===== src/rtl/net_sweep_controller_if.sv =====
// Signal bundle between the sweep controller and its host / net under test.
// The controller owns abcd and the status outputs; the host owns start, abort and xy.
interface net_sweep_controller_if;
    logic       start;
    logic       abort;
    logic [1:0] xy;
    logic [3:0] abcd;
    logic       busy;
    logic       done;
    logic       pass;
    logic [4:0] error_count;
    logic       first_fail_valid;
    logic [3:0] first_fail_index;

    modport master (
        output start, abort, xy,
        input  abcd, busy, done, pass, error_count, first_fail_valid, first_fail_index
    );

    modport slave (
        input  start, abort, xy,
        output abcd, busy, done, pass, error_count, first_fail_valid, first_fail_index
    );
endinterface


===== src/rtl/net_sweep_controller.sv =====
// Drives abcd through 0..15, holds each value HOLD_CYCLES cycles, and checks xy
// against the EXPECTED truth table on the last hold cycle of each combination.
module net_sweep_controller #(
    parameter int unsigned HOLD_CYCLES = 10,
    parameter logic [31:0] EXPECTED    = 32'h0
) (
    input  logic                   clock,
    input  logic                   reset,
    net_sweep_controller_if.slave  sweep
);
    localparam int unsigned HOLD_W = 8;
    localparam int unsigned IDX_W  = 4;
    localparam int unsigned ERR_W  = 5;
    localparam logic [HOLD_W-1:0] HOLD_LAST = HOLD_W'(HOLD_CYCLES - 1);
    localparam logic [IDX_W-1:0]  IDX_LAST  = IDX_W'(15);

    typedef enum logic [1:0] {S_IDLE, S_RUN, S_DONE} state_t;

    state_t             r_state,  w_state_next;
    logic [IDX_W-1:0]   r_index,  w_index_next;
    logic [HOLD_W-1:0]  r_hold,   w_hold_next;
    logic [IDX_W-1:0]   r_abcd,   w_abcd_next;
    logic               r_busy,   w_busy_next;
    logic               r_done,   w_done_next;
    logic               r_pass,   w_pass_next;
    logic [ERR_W-1:0]   r_err,    w_err_next;
    logic               r_ffv,    w_ffv_next;
    logic [IDX_W-1:0]   r_ffi,    w_ffi_next;
    logic [1:0]         w_exp_xy;
    logic               w_mismatch;

    assign w_exp_xy   = EXPECTED[{r_index, 1'b0} +: 2];
    assign w_mismatch = (sweep.xy != w_exp_xy);

    always_ff @(posedge clock) begin
        if (reset) begin
            r_state <= S_IDLE;
            r_index <= '0;
            r_hold  <= '0;
            r_abcd  <= '0;
            r_busy  <= 1'b0;
            r_done  <= 1'b0;
            r_pass  <= 1'b0;
            r_err   <= '0;
            r_ffv   <= 1'b0;
            r_ffi   <= '0;
        end else begin
            r_state <= w_state_next;
            r_index <= w_index_next;
            r_hold  <= w_hold_next;
            r_abcd  <= w_abcd_next;
            r_busy  <= w_busy_next;
            r_done  <= w_done_next;
            r_pass  <= w_pass_next;
            r_err   <= w_err_next;
            r_ffv   <= w_ffv_next;
            r_ffi   <= w_ffi_next;
        end
    end

    // Next-state and next-output logic; every registered output is computed one cycle ahead.
    always_comb begin
        w_state_next = r_state;
        w_index_next = r_index;
        w_hold_next  = r_hold;
        w_abcd_next  = '0;
        w_busy_next  = 1'b0;
        w_done_next  = 1'b0;
        w_pass_next  = r_pass;
        w_err_next   = r_err;
        w_ffv_next   = r_ffv;
        w_ffi_next   = r_ffi;

        unique case (r_state)
            S_IDLE: begin
                if (sweep.start) begin
                    w_state_next = S_RUN;
                    w_index_next = '0;
                    w_hold_next  = '0;
                    w_busy_next  = 1'b1;
                    w_pass_next  = 1'b0;
                    w_err_next   = '0;
                    w_ffv_next   = 1'b0;
                    w_ffi_next   = '0;
                end
            end
            S_RUN: begin
                if (sweep.abort) begin
                    // Abort beats a coincident compare: partial results stay, nothing accumulates.
                    w_state_next = S_IDLE;
                    w_index_next = '0;
                    w_hold_next  = '0;
                end else if (r_hold == HOLD_LAST) begin
                    if (w_mismatch) begin
                        w_err_next = r_err + ERR_W'(1);
                        if (!r_ffv) begin
                            w_ffv_next = 1'b1;
                            w_ffi_next = r_index;
                        end
                    end
                    w_hold_next  = '0;
                    w_index_next = r_index + IDX_W'(1);
                    if (r_index == IDX_LAST) begin
                        w_state_next = S_DONE;
                        w_done_next  = 1'b1;
                        w_pass_next  = (w_err_next == '0);
                    end else begin
                        w_busy_next = 1'b1;
                        w_abcd_next = r_index + IDX_W'(1);
                    end
                end else begin
                    w_hold_next = r_hold + HOLD_W'(1);
                    w_busy_next = 1'b1;
                    w_abcd_next = r_index;
                end
            end
            S_DONE: begin
                w_state_next = S_IDLE;
            end
            default: begin
                w_state_next = S_IDLE;
            end
        endcase
    end

    assign sweep.abcd             = r_abcd;
    assign sweep.busy             = r_busy;
    assign sweep.done             = r_done;
    assign sweep.pass             = r_pass;
    assign sweep.error_count      = r_err;
    assign sweep.first_fail_valid = r_ffv;
    assign sweep.first_fail_index = r_ffi;
endmodule


===== src/flat_wrapper.sv =====
// flat-port wrapper written by rule: the top's interface ports become plain ports
module net_sweep_controller_flat 
#(
    parameter int unsigned HOLD_CYCLES = 10,
    parameter logic [31:0] EXPECTED    = 32'h0
)
  (clock, reset, sweep_start, sweep_abort, sweep_xy, sweep_abcd, sweep_busy, sweep_done, sweep_pass, sweep_error_count, sweep_first_fail_valid, sweep_first_fail_index);
  net_sweep_controller_if sweep_i ();
  input  logic clock;
  input  logic reset;
  input wire logic [$bits(sweep_i.start)-1:0] sweep_start;
  input wire logic [$bits(sweep_i.abort)-1:0] sweep_abort;
  input wire logic [$bits(sweep_i.xy)-1:0] sweep_xy;
  output wire logic [$bits(sweep_i.abcd)-1:0] sweep_abcd;
  output wire logic [$bits(sweep_i.busy)-1:0] sweep_busy;
  output wire logic [$bits(sweep_i.done)-1:0] sweep_done;
  output wire logic [$bits(sweep_i.pass)-1:0] sweep_pass;
  output wire logic [$bits(sweep_i.error_count)-1:0] sweep_error_count;
  output wire logic [$bits(sweep_i.first_fail_valid)-1:0] sweep_first_fail_valid;
  output wire logic [$bits(sweep_i.first_fail_index)-1:0] sweep_first_fail_index;
  assign sweep_i.start = sweep_start;
  assign sweep_i.abort = sweep_abort;
  assign sweep_i.xy = sweep_xy;
  assign sweep_abcd = sweep_i.abcd;
  assign sweep_busy = sweep_i.busy;
  assign sweep_done = sweep_i.done;
  assign sweep_pass = sweep_i.pass;
  assign sweep_error_count = sweep_i.error_count;
  assign sweep_first_fail_valid = sweep_i.first_fail_valid;
  assign sweep_first_fail_index = sweep_i.first_fail_index;
  net_sweep_controller #(.HOLD_CYCLES(HOLD_CYCLES), .EXPECTED(EXPECTED)) u_core (.clock(clock), .reset(reset), .sweep(sweep_i));
endmodule

===== config.mk =====
export PLATFORM = sky130hd
export DESIGN_NAME = net_sweep_controller_flat
export DESIGN_NICKNAME = d
export VERILOG_FILES = /design/src/rtl/net_sweep_controller_if.sv /design/src/rtl/net_sweep_controller.sv /design/src/flat_wrapper.sv
export SDC_FILE = /design/constraint.sdc
export NUM_CORES = 1
export LEC_CHECK = 0
export CAP_MARGIN = 20
export CORE_MARGIN = 4
export CORE_UTILIZATION = 45
export CTS_CLUSTER_SIZE = 14
export DETAILED_ROUTE_END_ITERATION = 6
export GPL_TIMING_DRIVEN = 1
export PLACE_DENSITY_LB_ADDON = 0.2
export SYNTH_ARGS = -nofsm -noshare
export SYNTH_HDL_FRONTEND = slang
export SYNTH_SLANG_ARGS = --single-unit

===== constraint.sdc =====
create_clock -name clock -period 1.96 [get_ports clock]
set_input_delay 0.392 -clock clock [delete_from_list [all_inputs] [get_ports clock]]
set_output_delay 0.392 -clock clock [all_outputs]
set_load 0.1 [all_outputs]

# Word level (Yosys, flattened, before mapping)

Cells that the tools add are included.
W data, S select, Z words.

Flip-flop bits (word level): 31
Input port bits: 6
Word-level logic and storage cells: 83

Add/subtract/negate cells: 3
Eq/ne operators: 12
Shift operators: 1
Multiplexer cells: 43
Bitwise logic cells: 2
Reductions and logical operators: 12

Operators by type and width:

| kind                      | count |
|---|---|
| $mux W4                   | 9 |
| $mux W5                   | 7 |
| $shiftx A32 B6 Y2 const A | 1 |
| $mux W8                   | 3 |
| $pmux W4 S2               | 2 |
| $pmux W8 S2               | 1 |
| $mux W1                   | 12 |
| $pmux W5 S2               | 1 |
| $reduce_and A5 Y1         | 2 |
| $add A8 B1 Y8 const B     | 1 |
| $eq A8 B4 Y1 const B      | 1 |
| $mux W2                   | 4 |
| $ne A2 B1 Y1 const B      | 3 |
| $ne A2 B2 Y1 const B      | 3 |
| $ne A3 B2 Y1 const B      | 2 |
| $pmux W1 S2               | 3 |
| $reduce_and A3 Y1         | 2 |
| $reduce_and A6 Y1         | 1 |
| $add A5 B1 Y5 const B     | 1 |
| $logic_not A5 Y1          | 1 |
| $add A4 B1 Y4 const B     | 1 |
| $eq A4 B4 Y1 const B      | 1 |
| $pmux W2 S2               | 1 |
| $reduce_and A4 Y1         | 1 |
| 8 further kinds           | 9 |

# Longest topological paths before layout

Depth in word-level cells: 11
Depth in mapped cells: 7

# Worst setup path after synthesis

No wires, ideal clock.

Path kind: register to register
Start: reg u_core.r_err[0], in the netlist u_core.sweep.error_count[0]
End: reg u_core.r_pass, in the netlist u_core.sweep.pass
Library setup time: 87 ps
Data arrival time: 1901 ps
Data required time: 1873 ps
Path slack: -28 ps
Cell stages (with the launch flop): 6
Buffers on the path: 0
Period minus slack after synthesis: 1988 ps
Cells stage by stage: dfxtp_1 ha_1 o21a_1 xnor2_1 o211ai_1 o31ai_1

Cells in the longest elaborated chain, start to end: 10

Ends and longest elaborated chain:

| what                   | line                        | source |
|---|---|---|
| start, declared        | net_sweep_controller.sv:26  | `logic [ERR_W-1:0] r_err, w_err_next;` |
| start signal, assigned | net_sweep_controller.sv:55  | `r_err <= w_err_next;` |
| $add A5 B1 Y5          | net_sweep_controller.sv:95  | `w_err_next = r_err + ERR_W'(1);` |
| $mux W5 *              | net_sweep_controller.sv:94  | `if (w_mismatch) begin` |
| $mux W5 *              | net_sweep_controller.sv:93  | `end else if (r_hold == HOLD_LAST) begin` |
| $mux W5 *              | net_sweep_controller.sv:88  | `if (sweep.abort) begin` |
| $mux W5 *              | net_sweep_controller.sv:74  | `unique case (r_state)` |
| $logic_not A5 Y1 *     | net_sweep_controller.sv:106 | `w_pass_next = (w_err_next == '0);` |
| $mux W1 *              | net_sweep_controller.sv:103 | `if (r_index == IDX_LAST) begin` |
| $mux W1 *              | net_sweep_controller.sv:93  |  |
| $mux W1 *              | net_sweep_controller.sv:88  |  |
| $pmux W1 S2 *          | net_sweep_controller.sv:74  |  |
| end signal, assigned   | net_sweep_controller.sv:54  | `r_pass <= w_pass_next;` |
| end, declared          | net_sweep_controller.sv:25  | `logic r_pass, w_pass_next;` |

Every way passes the cells marked *; elsewhere a longest branch is shown, timed or not. The select of a mux whose other input is x is not followed.
A chain may end at the register's enable or synchronous reset.

# Final worst setup path

Start: reg u_core.r_hold[0]
End: reg u_core.r_ffi[2], in the netlist u_core.sweep.first_fail_index[2]

Cells in the longest elaborated chain, start to end: 3

Ends and longest elaborated chain:

| what                        | line                       | source |
|---|---|---|
| start, declared             | net_sweep_controller.sv:21 | `logic [HOLD_W-1:0] r_hold, w_hold_next;` |
| start signal, assigned      | net_sweep_controller.sv:50 | `r_hold <= w_hold_next;` |
| $eq A8 B4 Y1                | net_sweep_controller.sv:93 |  |
| $ne A2 B1 Y1 (no line)      | --                         |  |
| $reduce_and A6 Y1 (no line) | --                         |  |
| end signal, assigned        | net_sweep_controller.sv:57 | `r_ffi <= w_ffi_next;` |
| end, declared               | net_sweep_controller.sv:28 | `logic [IDX_W-1:0] r_ffi, w_ffi_next;` |

Every way passes these cells.

==> run metrics <==
PD cells=591 mW/mm^2; Fin. Hold Viols=0; WHS Path Cells=2; Worst Setup End Kind=flop; CP peak stage delay=~0.52 ns; H-tree depth=2; most frequent cells in the layout=dfxtp_1 (29), buf_4 (23), nor2_1 (16); routed vias/inst=~5.4; RSZ-0062 raised after global routing=false; Clock Pin Slew Worst Setup and Hold Paths=0.09 ns; clk sinks=31; cell row count=20; critical path's slowest cell=or4b_4; PortBufs=22; outcome=completed; Core Region=approximately 0.0032 mm^2; DP HPWL=2610 um; Synth cell types=46; Die Wd=66.4 um; die area=0.00441 mm^2; post-synthesis sequential area ratio=between 40% and 50%; slew margin rel.=around three quarters; final core utilization=60.2%; Vias=1349; ys async rst share=0%; Final Non-Filler Cells=248; Final Instance Area=about 0.0019 mm^2; max cap viols=0; Tcrit/Tclk final=roughly 93%; commonest non-fill, non-tap cell in the layout=dfxtp_1; Startpoint Class=flop; Initial Util=48.7%; vias in the first global route=1212; drt first pass iters=4; total congestion overflow=0; Final WS setup=0.143 ns; WHS=between 0.4 and 0.5 ns; Warnings, synthesis=0; largest net degree at the start of global routing=20; Total Routing Usage GR=17.2%; Finish-stage setup viols=0; Hold WC Path Type=flop to flop; I/O pins=23; CP Cell Sequence=ha_1 > nor4b_4 > buf_4 > nand2_4 > or4b_4 > o32ai_1; crit-path max FO=7; Hold Buf Count CTS=0; Area Growth Syn to Fin=23.7%; Post-synth EDFFs=0; Max Slew Vio Count=0; DIE HEIGHT=66.4 um; Worst Max-Slew Pin Slew=0.360 ns; Residual DRC=0; share of cells above drive strength 1=23.0%; dominant synthesized flop cell=dfxtp_1; Post-Syn Instances=171; wirelength, routed=3420 um; CTS buffer count=5; Yosys reg bits=31; Total Power=about 1.1 mW; clock latency on the worst-skew pair=0.33 ns; clock tree buffer depth=2; initial DRC count=82; Period minus WS final=1.82 ns; global-route wire length before repair=5660 um; area of the mapped netlist=0.00153 mm^2; r2r worst-path depth=6; Placer Congestion=0.900; Mapped Nets=181; setup TNS=0 ns; P_leak=0.694 nW; Placed Cells incl. Taps=240; number of nets in the layout=213; Place WS=-0.144 ns; Required @ worst endpoint=roughly 2.2 ns; Post-CTS Setup Inserts=0; post-cts sizing count=0; Clock Skew=0.0103 ns; Max Fclk=roughly 550 MHz; # diodes=0; CTS tree=built; remaining antenna violation count=0; WL/cell=~14 um; Crit Path Category=flop to flop; initial antenna violation count=0; Avg Inst Size Synth=~9 um^2; Worst Path Arrival=2.05 ns; root buf cell=clkbuf_4; maximum vdd ir drop=between 0.0003 and 0.0004 V; Area after DPL=0.00185 mm^2
## final timing paths
path,from,endpoint,slack (ns)
setup / recovery,u_core.r_hold[0],u_core.sweep.first_fail_index[2],0.14
hold / removal,u_core.sweep.first_fail_index[0],u_core.sweep.first_fail_index[0],0.48
setup reg to reg,u_core.r_hold[0],u_core.sweep.first_fail_index[2],0.14
hold reg to reg,u_core.sweep.first_fail_index[0],u_core.sweep.first_fail_index[0],0.48
## registers in the layout, indices dropped and copies added (netlist names)
name,flops
u_core.r_hold,8
u_core.r_index,4
u_core.sweep.busy,1
u_core.sweep.done,1
u_core.sweep.first_fail_index,4
u_core.sweep.first_fail_valid,1
u_core.r_state,2
u_core.sweep.abcd,4
u_core.sweep.pass,1
u_core.sweep.error_count,5
## logic make-up (layout without fill, tap and decap cells)
| logic type | count (synthesis) | after routing | share of synthesized area, % |
|---|---|---|---|
| adders and majority gates | 4 | 4 | 3.26 |
| buffers and inverters | 18 | 51 | 4.65 |
| DFF | 31 | 31 | 40.5 |
| and+or+nand+nor | 65 | 65 | 25.4 |
| AOI/OAI and AO/OA | 43 | 43 | 20.5 |
| xor gates and xnor gates | 10 | 10 | 5.71 |
## cell type report
cell class / count / area [um^2]
timing repair buffer: 31 / 283
clock inverter: 1 / 5.00
sequential: 31 / 623
clock buffer: 7 / 45.0
fill: 296 / 1250
multi-input combinational: 122 / 842
tap: 44 / 55.1
inverter: 12 / 45.0
## layer usage
| metal | vias to the layer above | global-route usage, % | wire length, um |
|---|---|---|---|
| met5 | - | 0 | 0 |
| met1 | 625 | 22.7 | 1620 |
| met4 | 0 | 8.38 | 74 |
| met2 | 36 | 25.0 | 1500 |
| met3 | 5 | 5.61 | 222 |
| li1 | 683 | - | - |
## cells in the mapped netlist, drive strengths merged, types with 2 or more instances
cell,count,area share (%)
nand3,11,3.6
dfxtp,31,40
o21bai,2,1.2
clkbuf,5,1.2
nand4,3,1.2
nor3,5,1.6
ha,4,3.3
nand3b,2,0.98
o21a,2,0.98
nand2b,6,2.4
and3,4,1.7
o211ai,2,0.98
a21o,2,0.98
o21ai,5,1.6
nand2,7,2.2
a21oi,9,2.9
xnor2,7,4.0
nor2,16,3.9
nor3b,3,2.5
or2,2,0.82
inv,12,2.9
o32ai,5,2.9
a31oi,4,1.6
xor2,3,1.7
a311oi,3,1.7
## worst max-delay path, delay by kind of cell (launching register included)
kind / cells / cell delay (ns)
simple gates: 3 / 0.76
flops: 1 / 0.41
buf+inv: 1 / 0.19
fa+ha+maj: 1 / 0.18
compound gates: 1 / 0.17
## power by group
part	total [mW]	internal, mW	switching (mW)
Combinational	0.129	0.0491	0.0797
Clock	0.347	0.140	0.208
Sequential	0.645	0.637	0.00830
Total	1.12	0.826	0.296
(Power assumes the default switching activity.)
